## src/rtl/uart_arb_pkg.sv

```systemverilog
// Shared types and constants for the UART transmit arbiter.
package uart_arb_pkg;

    localparam int NUM_CH             = 4;
    localparam int GAP_CYCLES_DEF     = 50000;
    localparam int TIMEOUT_CYCLES_DEF = 250000;

    typedef enum logic [1:0] {
        ST_IDLE      = 2'd0,
        ST_START     = 2'd1,
        ST_WAIT_DONE = 2'd2,
        ST_GAP       = 2'd3
    } arb_state_t;

    // Counter width for a count of n cycles; never narrower than one bit.
    function automatic int cnt_width(input int n);
        return (n > 1) ? $clog2(n) : 1;
    endfunction

endpackage

```

## src/rtl/arb_pending_slot.sv

```systemverilog
// One request channel: pending flag, held byte and lost-event detection.
module arb_pending_slot (
    input  logic       clk,
    input  logic       rst,
    input  logic       pulse,
    input  logic [7:0] data,
    input  logic       clear,
    output logic       pending,
    output logic [7:0] hold,
    output logic       drop
);

    logic       pending_reg;
    logic [7:0] hold_reg;
    logic       accept;

    // A new event is taken when the slot is free or is being freed this cycle.
    assign accept  = pulse & (~pending_reg | clear);
    assign drop    = pulse & pending_reg & ~clear;
    assign pending = pending_reg;
    assign hold    = hold_reg;

    // Pending flag and hold register update.
    always_ff @(posedge clk) begin
        if (rst) begin
            pending_reg <= 1'b0;
            hold_reg    <= 8'h00;
        end else begin
            if (pulse) begin
                pending_reg <= 1'b1;
            end else if (clear) begin
                pending_reg <= 1'b0;
            end
            if (accept) begin
                hold_reg <= data;
            end
        end
    end

endmodule

```

## src/rtl/uart_tx_arbiter.sv

```systemverilog
// Fixed-priority arbiter feeding single bytes from four event channels
// into one byte transmitter, with an inter-frame gap and a done timeout.
module uart_tx_arbiter
    import uart_arb_pkg::*;
#(
    parameter int GAP_CYCLES     = GAP_CYCLES_DEF,
    parameter int TIMEOUT_CYCLES = TIMEOUT_CYCLES_DEF
) (
    input  logic       clk,
    input  logic       rst,
    input  logic [3:0] req_pulse,
    input  logic [7:0] req_data0,
    input  logic [7:0] req_data1,
    input  logic [7:0] req_data2,
    input  logic [7:0] req_data3,
    input  logic       tx_done,
    output logic       tx_start,
    output logic [7:0] tx_data,
    output logic [1:0] grant,
    output logic       busy,
    output logic       timeout,
    output logic [7:0] drop_cnt
);

    localparam int WAIT_W = cnt_width(TIMEOUT_CYCLES);
    localparam int GAP_W  = cnt_width(GAP_CYCLES);

    arb_state_t         state_reg, state_next;
    logic [NUM_CH-1:0]  pending;
    logic [NUM_CH-1:0]  drop;
    logic [NUM_CH-1:0]  clear_vec;
    logic [7:0]         req_data_arr [NUM_CH];
    logic [7:0]         hold_arr     [NUM_CH];
    logic [1:0]         grant_reg;
    logic [7:0]         tx_data_reg;
    logic               timeout_reg, timeout_next;
    logic               load_sel;
    logic [1:0]         sel_idx;
    logic [WAIT_W-1:0]  wait_cnt_reg;
    logic [GAP_W-1:0]   gap_cnt_reg;
    logic [7:0]         drop_cnt_reg;
    logic [2:0]         drop_sum;
    logic [8:0]         drop_total;

    assign req_data_arr[0] = req_data0;
    assign req_data_arr[1] = req_data1;
    assign req_data_arr[2] = req_data2;
    assign req_data_arr[3] = req_data3;

    generate
        for (genvar gi = 0; gi < NUM_CH; gi++) begin : g_slot
            assign clear_vec[gi] = (state_reg == ST_START) && (grant_reg == 2'(gi));
            arb_pending_slot u_slot (
                .clk     (clk),
                .rst     (rst),
                .pulse   (req_pulse[gi]),
                .data    (req_data_arr[gi]),
                .clear   (clear_vec[gi]),
                .pending (pending[gi]),
                .hold    (hold_arr[gi]),
                .drop    (drop[gi])
            );
        end
    endgenerate

    // Lowest pending index wins: scan downwards so the last hit is the lowest.
    always_comb begin
        sel_idx = 2'd0;
        for (int i = NUM_CH - 1; i >= 0; i--) begin
            if (pending[i]) begin
                sel_idx = 2'(i);
            end
        end
    end

    // Next-state logic and transition-time controls.
    always_comb begin
        state_next   = state_reg;
        load_sel     = 1'b0;
        timeout_next = 1'b0;
        case (state_reg)
            ST_IDLE: begin
                if (|pending) begin
                    load_sel   = 1'b1;
                    state_next = ST_START;
                end
            end
            ST_START: begin
                state_next = ST_WAIT_DONE;
            end
            ST_WAIT_DONE: begin
                if (tx_done) begin
                    state_next = ST_GAP;
                end else if (wait_cnt_reg == WAIT_W'(TIMEOUT_CYCLES - 1)) begin
                    timeout_next = 1'b1;
                    state_next   = ST_GAP;
                end
            end
            ST_GAP: begin
                if (gap_cnt_reg == GAP_W'(GAP_CYCLES - 1)) begin
                    state_next = ST_IDLE;
                end
            end
            default: state_next = ST_IDLE;
        endcase
    end

    // Number of events lost across all channels this cycle.
    always_comb begin
        drop_sum = 3'd0;
        for (int i = 0; i < NUM_CH; i++) begin
            drop_sum = drop_sum + {2'b00, drop[i]};
        end
        drop_total = {1'b0, drop_cnt_reg} + {6'd0, drop_sum};
    end

    // State register, selected byte/grant, counters and saturating drop count.
    always_ff @(posedge clk) begin
        if (rst) begin
            state_reg    <= ST_IDLE;
            grant_reg    <= 2'd0;
            tx_data_reg  <= 8'h00;
            timeout_reg  <= 1'b0;
            wait_cnt_reg <= '0;
            gap_cnt_reg  <= '0;
            drop_cnt_reg <= 8'h00;
        end else begin
            state_reg   <= state_next;
            timeout_reg <= timeout_next;
            if (load_sel) begin
                grant_reg   <= sel_idx;
                tx_data_reg <= hold_arr[sel_idx];
            end
            // Counters restart on any state change so each entry begins at zero.
            if (state_next != state_reg) begin
                wait_cnt_reg <= '0;
                gap_cnt_reg  <= '0;
            end else begin
                if (state_reg == ST_WAIT_DONE) wait_cnt_reg <= wait_cnt_reg + 1'b1;
                if (state_reg == ST_GAP)       gap_cnt_reg  <= gap_cnt_reg + 1'b1;
            end
            drop_cnt_reg <= drop_total[8] ? 8'hFF : drop_total[7:0];
        end
    end

    assign tx_start = (state_reg == ST_START);
    assign busy     = (state_reg != ST_IDLE);
    assign tx_data  = tx_data_reg;
    assign grant    = grant_reg;
    assign timeout  = timeout_reg;
    assign drop_cnt = drop_cnt_reg;

endmodule

```

## config.mk

```make
export PLATFORM = sky130hd
export DESIGN_NAME = uart_tx_arbiter
export DESIGN_NICKNAME = d
export VERILOG_FILES = /design/src/rtl/uart_arb_pkg.sv /design/src/rtl/arb_pending_slot.sv /design/src/rtl/uart_tx_arbiter.sv
export SDC_FILE = /design/constraint.sdc
export NUM_CORES = 1
export LEC_CHECK = 0
export BUFFER_PORTS_ARGS = -buffer_cell sky130_fd_sc_hd__buf_4
export CORE_MARGIN = 1.5
export CORE_UTILIZATION = 55
export CTS_CLUSTER_DIAMETER = 200
export CTS_CLUSTER_SIZE = 28
export DETAILED_ROUTE_END_ITERATION = 10
export PLACE_DENSITY = 0.77
export SYNTH_ARGS = -nofsm -noshare
export SYNTH_HDL_FRONTEND = slang
export SYNTH_SLANG_ARGS = --single-unit
export TNS_END_PERCENT = 10
```

## constraint.sdc

```tcl
create_clock -name clk -period 4 [get_ports clk]
set_input_delay 0.6 -clock clk [delete_from_list [all_inputs] [get_ports clk]]
set_output_delay 0.6 -clock clk [all_outputs]
set_load 0.01 [all_outputs]
```

=== Word level (Yosys, flattened, before mapping) ===
Index checks and enable logic that the tools add are counted.

* Register bits after elaboration: 91
* Input port bits: 39
* Output and inout bits: 21
* Word-level logic and storage cells: 95

* Add/sub/neg operators: 6
* Order comparisons: 1
* Equal/unequal tests: 9
* Mux-type cells: 24
* Bitwise operators: 26
* Reductions and logical operators: 14

{| class="wikitable"
|+ Operator list
! kind !! count
|-
| 8-bit two-way mux || 3
|-
| 18-bit by 1-bit adder with 18-bit output, second input constant || 1
|-
| 18-bit equality test, second input constant || 1
|-
| 16-bit by 1-bit adder with 16-bit output, second input constant || 1
|-
| 8-bit binary-select mux with 2-bit select || 1
|-
| 16-bit equality test, second input constant || 1
|-
| 2-bit two-way mux || 8
|-
| 1-bit bitwise AND || 12
|-
| 1-bit two-way mux || 11
|-
| 2-bit nonzero test || 5
|-
| 8-bit by 3-bit adder with 9-bit output || 1
|-
| 1-bit NOT || 9
|-
| 2-bit equality test, second input constant || 4
|-
| 2-bit one-hot mux with 4 select lines || 1
|-
| 2-bit by 1-bit equality test with 1-bit output, second input constant || 2
|-
| 1-bit logical AND || 4
|-
| 2-bit logical NOT || 2
|-
| 1-bit bitwise OR || 4
|-
| 4-bit OR reduction || 1
|-
| 2-bit by 1-bit adder with 3-bit output || 1
|-
| 3-bit by 1-bit adder with 3-bit output || 1
|-
| 3-bit >= comparator, second input constant || 1
|-
| 2-bit NOT with 3-bit output || 1
|-
| 3-bit OR reduction || 1
|-
| other kinds (3) || 3
|}

=== Depth between registers and ports, before layout ===
Gate-level depths: netlist of the first run.

* Depth in word-level cells: 9
* Mapped depth: 11
* Mapped depth without buffers: 10

=== Cells and area by module ===
Synthesis of the first run repeated with hierarchy kept, for this count alone.

* Cells, all modules: 484
* Area, all modules: 4513.1 µm²

{| class="wikitable"
|+ Modules (own cells, without submodules)
! module !! instances !! cells an instance !! area an instance (µm²) !! seq. area each (µm²)
|-
| uart_tx_arbiter || 1 || 324 || 2861.5 || 1101.1
|-
| arb_pending_slot || 4 || 40 || 412.9 || 180.2
|}

=== Worst setup path before layout of the first run ===
OpenSTA, ideal clock, no wires.

* Kind: register to register
* Start: register state_reg[0]
* End: register drop_cnt_reg[0] (netlist: drop_cnt[0])
* Setup time: 0.071 ns
* Arrival time: 2.871 ns
* Data required time: 3.929 ns
* Setup slack: 1.058 ns
* Cell stages (with the launch flop): 12
* Path buffers: 1
* Period minus slack after synthesis: 2.942 ns
* Cell sequence: dfxtp_1 > clkbuf_1 > nor4b_1 > nor2_1 > nand2_1 > fa_1 > fa_1 > inv_1 > fa_1 > and3_1 > nand3_1 > a21oi_1

* Longest elaborated chain between the ends: 9
* Elaborated cells between the ends (all ways): 18
* Those cells by class: add/sub (4); eq/ne (1); mux (1); bitwise (8); reduce/logical (4)

{| class="wikitable"
|+ Ends and longest elaborated chain
! what !! line !! source
|-
| from (decl) || uart_tx_arbiter.sv:28 || <nowiki>arb_state_t state_reg, state_next;</nowiki>
|-
| from (signal assigned) || uart_tx_arbiter.sv:128 || <nowiki>state_reg <= state_next;</nowiki>
|-
| 2-bit by 1-bit equality test with 1-bit output (*) || uart_tx_arbiter.sv:52 || <nowiki>assign clear_vec[gi] = (state_reg == ST_START) && (grant_reg == 2'(gi));</nowiki>
|-
| 1-bit logical AND || uart_tx_arbiter.sv:52 ||
|-
| 1-bit NOT || arb_pending_slot.sv:19 || <nowiki>assign drop = pulse & pending_reg & ~clear;</nowiki>
|-
| 1-bit bitwise AND || arb_pending_slot.sv:19 ||
|-
| 1-bit by 1-bit adder with 2-bit output || uart_tx_arbiter.sv:112 || <nowiki>drop_sum = drop_sum + {2'b00, drop[i]};</nowiki>
|-
| 2-bit by 1-bit adder with 3-bit output || uart_tx_arbiter.sv:112 ||
|-
| 3-bit by 1-bit adder with 3-bit output (*) || uart_tx_arbiter.sv:112 ||
|-
| 8-bit by 3-bit adder with 9-bit output (*) || uart_tx_arbiter.sv:114 || <nowiki>drop_total = {1'b0, drop_cnt_reg} + {6'd0, drop_sum};</nowiki>
|-
| 8-bit two-way mux (*) || uart_tx_arbiter.sv:142 || <nowiki>drop_cnt_reg <= drop_total[8] ? 8'hFF : drop_total[7:0];</nowiki>
|-
| to (signal assigned) || uart_tx_arbiter.sv:142 ||
|-
| to (decl) || uart_tx_arbiter.sv:41 || <nowiki>logic [7:0] drop_cnt_reg;</nowiki>
|}

Mark *: on every way between the ends. The rest lies on a longest branch, timed or not.
A chain may end at the register's enable or synchronous reset.

=== Worst setup path in the final report of the first run ===
* Start: register state_reg[0]
* End: register drop_cnt_reg[1] (netlist: drop_cnt[1])

Same word-level chain as after synthesis.

==> impl_summary.log, run 1 <==
INFO  metric placement.io_buffers = 59
INFO  metric hold_viol_final = 0
INFO  metric ys_seq_area_frac = 0.433
INFO  metric netlist_instances = 480
INFO  metric timing.reg2reg.setup_slack = 870 ps
INFO  metric cp.arrival = approximately 3400 ps
INFO  metric cts-hold-fix-buffers = 0
INFO  metric cp-end-kind = flip-flop
INFO  metric rows = 31
INFO  metric synth_warnings = 0
INFO  metric yosys_most_used_dff = sky130_fd_sc_hd__dfxtp_1
INFO  metric reg2reg_end = drop_cnt[1]
INFO  metric grt_util_all_layers = 0.236
INFO  metric peak_supply_drop = 0.325 mV
INFO  metric grt_antenna_before_repair = 0
INFO  metric synth_top_cell_by_area = sky130_fd_sc_hd__dfxtp_1
INFO  metric netlist_top_cells_area = sky130_fd_sc_hd__dfxtp_1 43%, sky130_fd_sc_hd__mux2i_1 6.2%, sky130_fd_sc_hd__a21oi_1 5.1%
INFO  metric largest_register_ff_count = 32
INFO  metric grt.overflow.total = 0
INFO  metric synthDistinctLibCells = 50
INFO  metric cts-resized-gates = 0
INFO  metric drive_gt1_frac = 0.158
INFO  metric syn_nets = approximately 530
INFO  metric overall_via_count_from_detail_route = 3,634
INFO  metric fin_nets = 572
INFO  metric worstSetupStartpointType = flip-flop
INFO  metric post_synth_instance_area = around 0.0042 mm2
INFO  metric timing_worst_setup_path_type = flip-flop to flip-flop
INFO  metric post_cts_buffers = 0
INFO  metric synthArstFlopShare = 0
INFO  metric max_slew_headroom = 0.243
INFO  metric clkSinkCount = 91
INFO  metric holdPathEnd = timeout
INFO  metric initial_core_util = 0.574
INFO  metric cts_inserted_buffers = 9
INFO  metric worst_clock_skew_on_the_final_layout = ~6.4 ps
INFO  metric slew_viol_final = 0
INFO  metric cp.required = 4280 ps
INFO  metric path_max_fanout = 15
INFO  metric shortest_clock_period_the_worst_path_allows_after_layout = 3130 ps
INFO  metric die_h = 90.5 um
INFO  metric achievable-frequency = 320 MHz
INFO  metric totalWireLength = roughly 9400 um
INFO  metric critical_path.reg2reg.startpoint = state_reg[0]
INFO  metric total_die_area = 0.00819 mm2
INFO  metric grt_pass1_vias = 3,283
INFO  metric final_worst_slack = 874 ps
INFO  metric post_drt_wl_per_cell = 14.9 um
INFO  metric die_width = 90.5 um
INFO  metric outcome = finished clean
INFO  metric ctsLongestPathBuffers = 2
INFO  metric detail_route.iter0.violations = 125
INFO  metric maxCapViolCount = 0
INFO  metric final_min_period_over_clock_period = 0.782
INFO  metric preCtsSetupSlack = 899 ps
INFO  metric grt_max_degree = 60
INFO  metric fillCellCount = around 610
INFO  metric mean_area_per_synthesized_cell = 8.77 um2
INFO  metric worstHoldStart = tx_done
INFO  metric synth.most_common_cell = sky130_fd_sc_hd__dfxtp_1
INFO  metric hpwl = about 6500 um
INFO  metric detail-route-antenna-nets = 0
INFO  metric number_of_detailed_route_iterations_in_the_first_pass = 4
INFO  metric grt_pass1_wl = about 16,000 um
INFO  metric hp-class = input port to flip-flop
INFO  metric max_slew.worst_pin.slew = about 1100 ps
INFO  metric clk-insertion-delay-late = 350 ps
INFO  metric power.leakage = 1.82 nW
INFO  metric grt_setup_unrepaired = false
INFO  metric synth_edf_count = 0
INFO  metric areaGrowthSynthToFinish = 16.1%
INFO  metric drcViolationCount = 0
INFO  metric synth_top_cells_by_count = 91 x sky130_fd_sc_hd__dfxtp_1, 43 x sky130_fd_sc_hd__a21oi_1, 37 x sky130_fd_sc_hd__nand3_1, 36 x sky130_fd_sc_hd__nor2_1, 32 x sky130_fd_sc_hd__nand2_1
INFO  metric ios = 60
INFO  metric worst_r2r_path_depth = 10
INFO  metric cts_tree = built
INFO  metric synth_top_area_share = 0.433
INFO  metric crit_start = state_reg[0]
INFO  metric route.detailed.vias_per_inst = 5.77
INFO  metric n_antenna_cell = 0
INFO  metric setup_viol = 0
INFO  metric cts.htree.levels = 3
INFO  metric gp_congestion = 0.875
INFO  metric whs_path_depth = 2
INFO  metric setup_tns = 0 ps
INFO  metric total_of_flip_flops_plus_latches_after_synthesis = 91
INFO  metric power-per-cell-area = 387 mW/mm2
INFO  metric core_region_area = 0.00733 mm2
INFO  metric cts.clk_slew.worst_paths = 90 ps
INFO  metric clockRootBuffer = sky130_fd_sc_hd__clkbuf_8
INFO  metric total_power = 0.00189 W
-- metrics by stage --
step            util  cells  instance area [um2]  hold slack [ps]
3_5_place_dp   0.640    615                 4690              452
4_1_cts        0.667    630                 4890              417
3_3_place_gp   0.640    615                 4690              449
2_1_floorplan      -    480                 4210              433
6_report       0.667    630                 4890              430
5_1_grt        0.667    630                 4890              418
-- cell type report --
class	count	area [um2]	share of cell area
clock inverter	2	35.0	0.00717
inverter	15	56.3	0.0115
clock buffer	13	159	0.0325
timing repair buffer	62	465	0.0952
sequential	91	1820	0.373
multi-input combinational	348	2230	0.456
tap	99	124	0.0253
-- critical path, cell delays in order, from the launching register on --
cell	delay (ps)
sky130_fd_sc_hd__dfxtp_1	570
sky130_fd_sc_hd__nor4b_1	420
sky130_fd_sc_hd__nor2_1	130
sky130_fd_sc_hd__nand2_1	110
sky130_fd_sc_hd__fa_1	450
sky130_fd_sc_hd__fa_1	450
sky130_fd_sc_hd__inv_1	80
sky130_fd_sc_hd__fa_1	230
sky130_fd_sc_hd__and3_1	210
sky130_fd_sc_hd__nand3_1	200
sky130_fd_sc_hd__a21oi_1	200
-- routing by layer --
metal	global-route usage	routed length (um)	share of wire	up-vias
met4	0.0595	113	0.012	0
met1	0.303	4210	0.45	1730
li1	-	-	-	1830
met5	0	0	0	-
met2	0.390	4680	0.50	64
met3	0.0640	400	0.043	10
-- cells by family after synthesis --
kind of cell | after synthesis | synth area share
AO/OA/AOI/OAI | 121 | 0.177
adder cells (fa/ha/maj) | 6 | 0.0232
buffers and inverters | 41 | 0.0380
multiplexers | 26 | 0.0618
XOR/XNOR | 26 | 0.0541
AND/OR/NAND/NOR | 169 | 0.213
flip-flops | 91 | 0.433
-- report_power, final --
group          total (W)  switching [W]  internal (W)
registers       0.000990      0.0000425      0.000947
logic           0.000280       0.000158      0.000122
clock network   0.000624       0.000304      0.000320
total            0.00189       0.000505       0.00139
-- layout by cell type, fill, tap and decap left out, types with 11 or more instances in the layout --
master	n
sky130_fd_sc_hd__nand2_1	32
sky130_fd_sc_hd__buf_4	62
sky130_fd_sc_hd__o21ai_0	23
sky130_fd_sc_hd__nand3_1	37
sky130_fd_sc_hd__nor2_1	36
sky130_fd_sc_hd__dfxtp_1	91
sky130_fd_sc_hd__mux2i_1	26
sky130_fd_sc_hd__inv_1	15
sky130_fd_sc_hd__a21oi_1	43
sky130_fd_sc_hd__a21o_1	16
sky130_fd_sc_hd__clkbuf_8	11
sky130_fd_sc_hd__xnor2_1	16
-- worst max-delay path by stage --
| stage | to | slack (ps) | cells past startpoint |
|---|---|---|---|
| after floorplan | drop_cnt[0] | 1060 | 11 |
| after global placement | drop_cnt[5] | 950 | 10 |
| after detailed placement | drop_cnt[1] | 900 | 10 |
| after CTS | drop_cnt[1] | 850 | 10 |
| after global routing | drop_cnt[1] | 510 | 10 |
| final | drop_cnt[1] | 870 | 10 |
(Power assumes the default switching activity.)
==> inputs of run 2 (changes only) <==
Settings changed: CORE_UTILIZATION 55 to 51, PLACE_DENSITY 0.77 to 0.75.
Clock period 4 ns to 2.7 ns, I/O delays scaled along.
==> run 2 against run 1 <==
  * Flip-flop and latch count did not move
  * Hold slack got worse by 180 ps
  * Sequential share of layout area decreased by 1.6 points
  * Via count increased by 1.3%
  * Final cell count rose by 2.5%
  * Register-to-register slack worse by 760 ps
  * Critical path depth grew 1
  * Clock skew grew 3.0 ps
  * Power rose by 61%
  * Utilization shrank 1.6 points
  * Largest cell class unchanged
==> impl_summary.log, run 2 (synthesis gave the netlist of run 1 again) <==
INFO  metric outcome = finished clean (unchanged)
INFO  metric cp.required = 2930 ps (was 4280 ps)
INFO  metric crit_path_cell_trace = nor4b_4 -> nor2_2 -> nand2_1 -> fa_1 -> fa_2 -> inv_1 -> fa_2 -> buf_4 -> nand3_1 -> xor2_1 -> a21oi_2 (was nor4b_1 -> nor2_1 -> nand2_1 -> fa_1 -> fa_1 -> inv_1 -> fa_1 -> and3_1 -> nand3_1 -> a21oi_1)
INFO  metric shortest_clock_period_the_worst_path_allows_after_layout = 2590 ps (was 3130 ps)
INFO  metric maxUsedRoutingLayer = met4 (unchanged)
INFO  metric cp-end-kind = flip-flop (unchanged)
INFO  metric cts_inserted_buffers = 9 (unchanged)
INFO  metric grt_util_all_layers = 0.224 (was 0.236)
INFO  metric routed_length_on_met3 = 422 um (was 400 um)
INFO  metric rows = 32 (was 31)
INFO  metric setup_viol = 0 (unchanged)
INFO  metric drive_gt1_frac = 0.206 (was 0.158)
INFO  metric areaGrowthSynthToFinish = 21.4% (was 16.1%)
INFO  metric timing_worst_setup_path_type = flip-flop to flip-flop (unchanged)
INFO  metric gp_congestion = 0.835 (was 0.875)
INFO  metric path_max_fanout = 3 (was 15)
INFO  metric final_standard_cell_utilization_of_the_core = 0.651 (was 0.667)
INFO  metric core_region_area = 0.00785 mm2 (was 0.00733 mm2)
INFO  metric die_h = 93.8 um (was 90.5 um)
INFO  metric slowest_stage = sky130_fd_sc_hd__fa_1 (was sky130_fd_sc_hd__dfxtp_1)
INFO  metric power-per-cell-area = 597 mW/mm2 (was 387 mW/mm2)
INFO  metric worst_r2r_path_depth = 11 (was 10)
INFO  metric timing.hold.ws = 245 ps (was 430 ps)
INFO  metric ctsLongestPathBuffers = 2 (unchanged)
INFO  metric hold_viol_final = 0 (unchanged)
INFO  metric ios = 60 (unchanged)
INFO  metric achievable-frequency = 386 MHz (was 320 MHz)
INFO  metric totalWireLength = 9720 um (was 9400 um)
INFO  metric whs_path_depth = 2 (unchanged)
INFO  metric detail_route.iter0.violations = 149 (was 125)
INFO  metric cts.htree.levels = 3 (unchanged)
INFO  metric grt_pass1_vias = 3,447 (was 3,283)
INFO  metric max_slew.worst_pin.slew = 875 ps (was 1130 ps)
INFO  metric hpwl = 6870 um (was 6540 um)
INFO  metric peak_supply_drop = 0.502 mV (was 0.325 mV)
INFO  metric worst_clock_skew_on_the_final_layout = 9.36 ps (was 6.38 ps)
INFO  metric fin_nets = 584 (was 572)
INFO  metric total_die_area = 0.00881 mm2 (was 0.00819 mm2)
INFO  metric die_width = 93.8 um (was 90.5 um)
INFO  metric cts.clk_slew.worst_paths = 90 ps (about the same)
INFO  metric route.layer.met1.wl = 4380 um (was 4210 um)
INFO  metric clk-insertion-delay-late = 350 ps (about the same)
INFO  metric largest_register_ff_count = 32 (unchanged)
INFO  metric worst_path_most_repeated_cell = sky130_fd_sc_hd__fa_2 (was sky130_fd_sc_hd__fa_1)
INFO  metric slew_viol_final = 0 (unchanged)
INFO  metric worstSetupStartpointType = flip-flop (unchanged)
INFO  metric maxCapViolCount = 0 (unchanged)
INFO  metric grt_antenna_before_repair = 0 (unchanged)
INFO  metric number_of_detailed_route_iterations_in_the_first_pass = 4 (unchanged)
INFO  metric clockRootBuffer = sky130_fd_sc_hd__clkbuf_8 (unchanged)
INFO  metric layout.cells.most_common_list = 90 x sky130_fd_sc_hd__dfxtp_1, 74 x sky130_fd_sc_hd__buf_4, 40 x sky130_fd_sc_hd__a21oi_1 (was 91 x sky130_fd_sc_hd__dfxtp_1, 62 x sky130_fd_sc_hd__buf_4, 43 x sky130_fd_sc_hd__a21oi_1)
INFO  metric fillCellCount = 675 (was 606)
INFO  metric timing.critical_path.slowest_cell_delay = 430 ps (was 570 ps)
INFO  metric grt_pass1_wl = 15,700 um (about the same)
INFO  metric max_slew_headroom = 0.415 (was 0.243)
INFO  metric detail-route-antenna-nets = 0 (unchanged)
INFO  metric cts_tree = built (unchanged)
INFO  metric hp-class = input port to flip-flop (unchanged)
INFO  metric drcViolationCount = 0 (unchanged)
INFO  metric final_min_period_over_clock_period = 0.959 (was 0.782)
INFO  metric power.leakage = 1.90 nW (was 1.82 nW)
INFO  metric dr_wl_met2 = 4780 um (was 4680 um)
INFO  metric grt_max_degree = 58 (was 60)
INFO  metric route.detailed.vias_per_inst = 5.70 (was 5.77)
INFO  metric clkSinkCount = 91 (unchanged)
INFO  metric cp.arrival = 2810 ps (was 3410 ps)
INFO  metric overall_via_count_from_detail_route = 3,680 (was 3,634)
INFO  metric initial_core_util = 0.536 (was 0.574)
INFO  metric placement.io_buffers = 59 (unchanged)
INFO  metric commonest_non_fill_non_tap_cell_in_the_layout = sky130_fd_sc_hd__dfxtp_1 (unchanged)
INFO  metric n_antenna_cell = 0 (unchanged)
INFO  metric post_drt_wl_per_cell = 15.1 um (was 14.9 um)
INFO  metric grt.overflow.total = 0 (unchanged)
==> run 2: final timing paths <==
check | start | end | slack (ps)
max | grant[1] | drop_cnt[4] | 110
min reg2reg | g_slot[1].u_slot.hold[7] | g_slot[1].u_slot.hold[7] | 460
max reg2reg | grant[1] | drop_cnt[4] | 110
min | tx_done | timeout | 250
==> run 2: report_power, final <==
part	leakage [nW]	internal [W]	switching [W]
registers	0.741	0.00140	0.0000526
clock network	0.115	0.000640	0.000473
logic	1.04	0.000216	0.000264
total	1.90	0.00226	0.000790
==> run 2: per-layer routing <==
layer,GRT usage,vias to the layer above
met2,0.382,92
met5,0,-
met4,0.0622,0
met3,0.0485,12
li1,-,1845
met1,0.284,1731
==> run 2: final cells by class <==
cell class / instances / area [um2] / area share
clock inverters: 6 / 113 / 0.0220
well taps: 102 / 128 / 0.0250
repair buffers: 74 / 556 / 0.109
flip-flops and latches: 91 / 1820 / 0.357
multi-input cells: 348 / 2300 / 0.449
clock buffers: 10 / 138 / 0.0269
inverters: 15 / 56.3 / 0.0110
==> run 2: timing repair <==
item / CTS / global route
buffers inserted: 1 / 1
hold buffers: 0 / 0
gates resized for setup: 3 / 9
setup endpoints to repair: 6 / 8
pin swaps: 1 / 4
endpoints found under the hold margin: 0 / 0
==> run 2: critical path: cells and delay by family (launching register included) <==
family	cells	cell delay, ps
AOI/OAI and AO/OA	1	70
and+or+nand+nor	4	620
adders and majority gates	3	1000
xor gates and xnor gates	1	190
buffers and inverters	2	230
DFF	1	340
==> run 2: metrics by stage <==
step / TNS [ps] / area (um2) / power (W) / std cells / worst slack [ps]
2_1_floorplan: 0 / 4240 / 0.00176 / 480 / 0.0251
3_3_place_gp: 0 / 4800 / 0.00193 / 628 / 81.2
3_5_place_dp: -244 / 4800 / 0.00195 / 628 / -50.3
4_1_cts: 0 / 5060 / 0.00305 / 645 / 15.6
5_1_grt: -20.0 / 5110 / 0.00318 / 646 / -20.0
6_report: 0 / 5110 / 0.00305 / 646 / 112
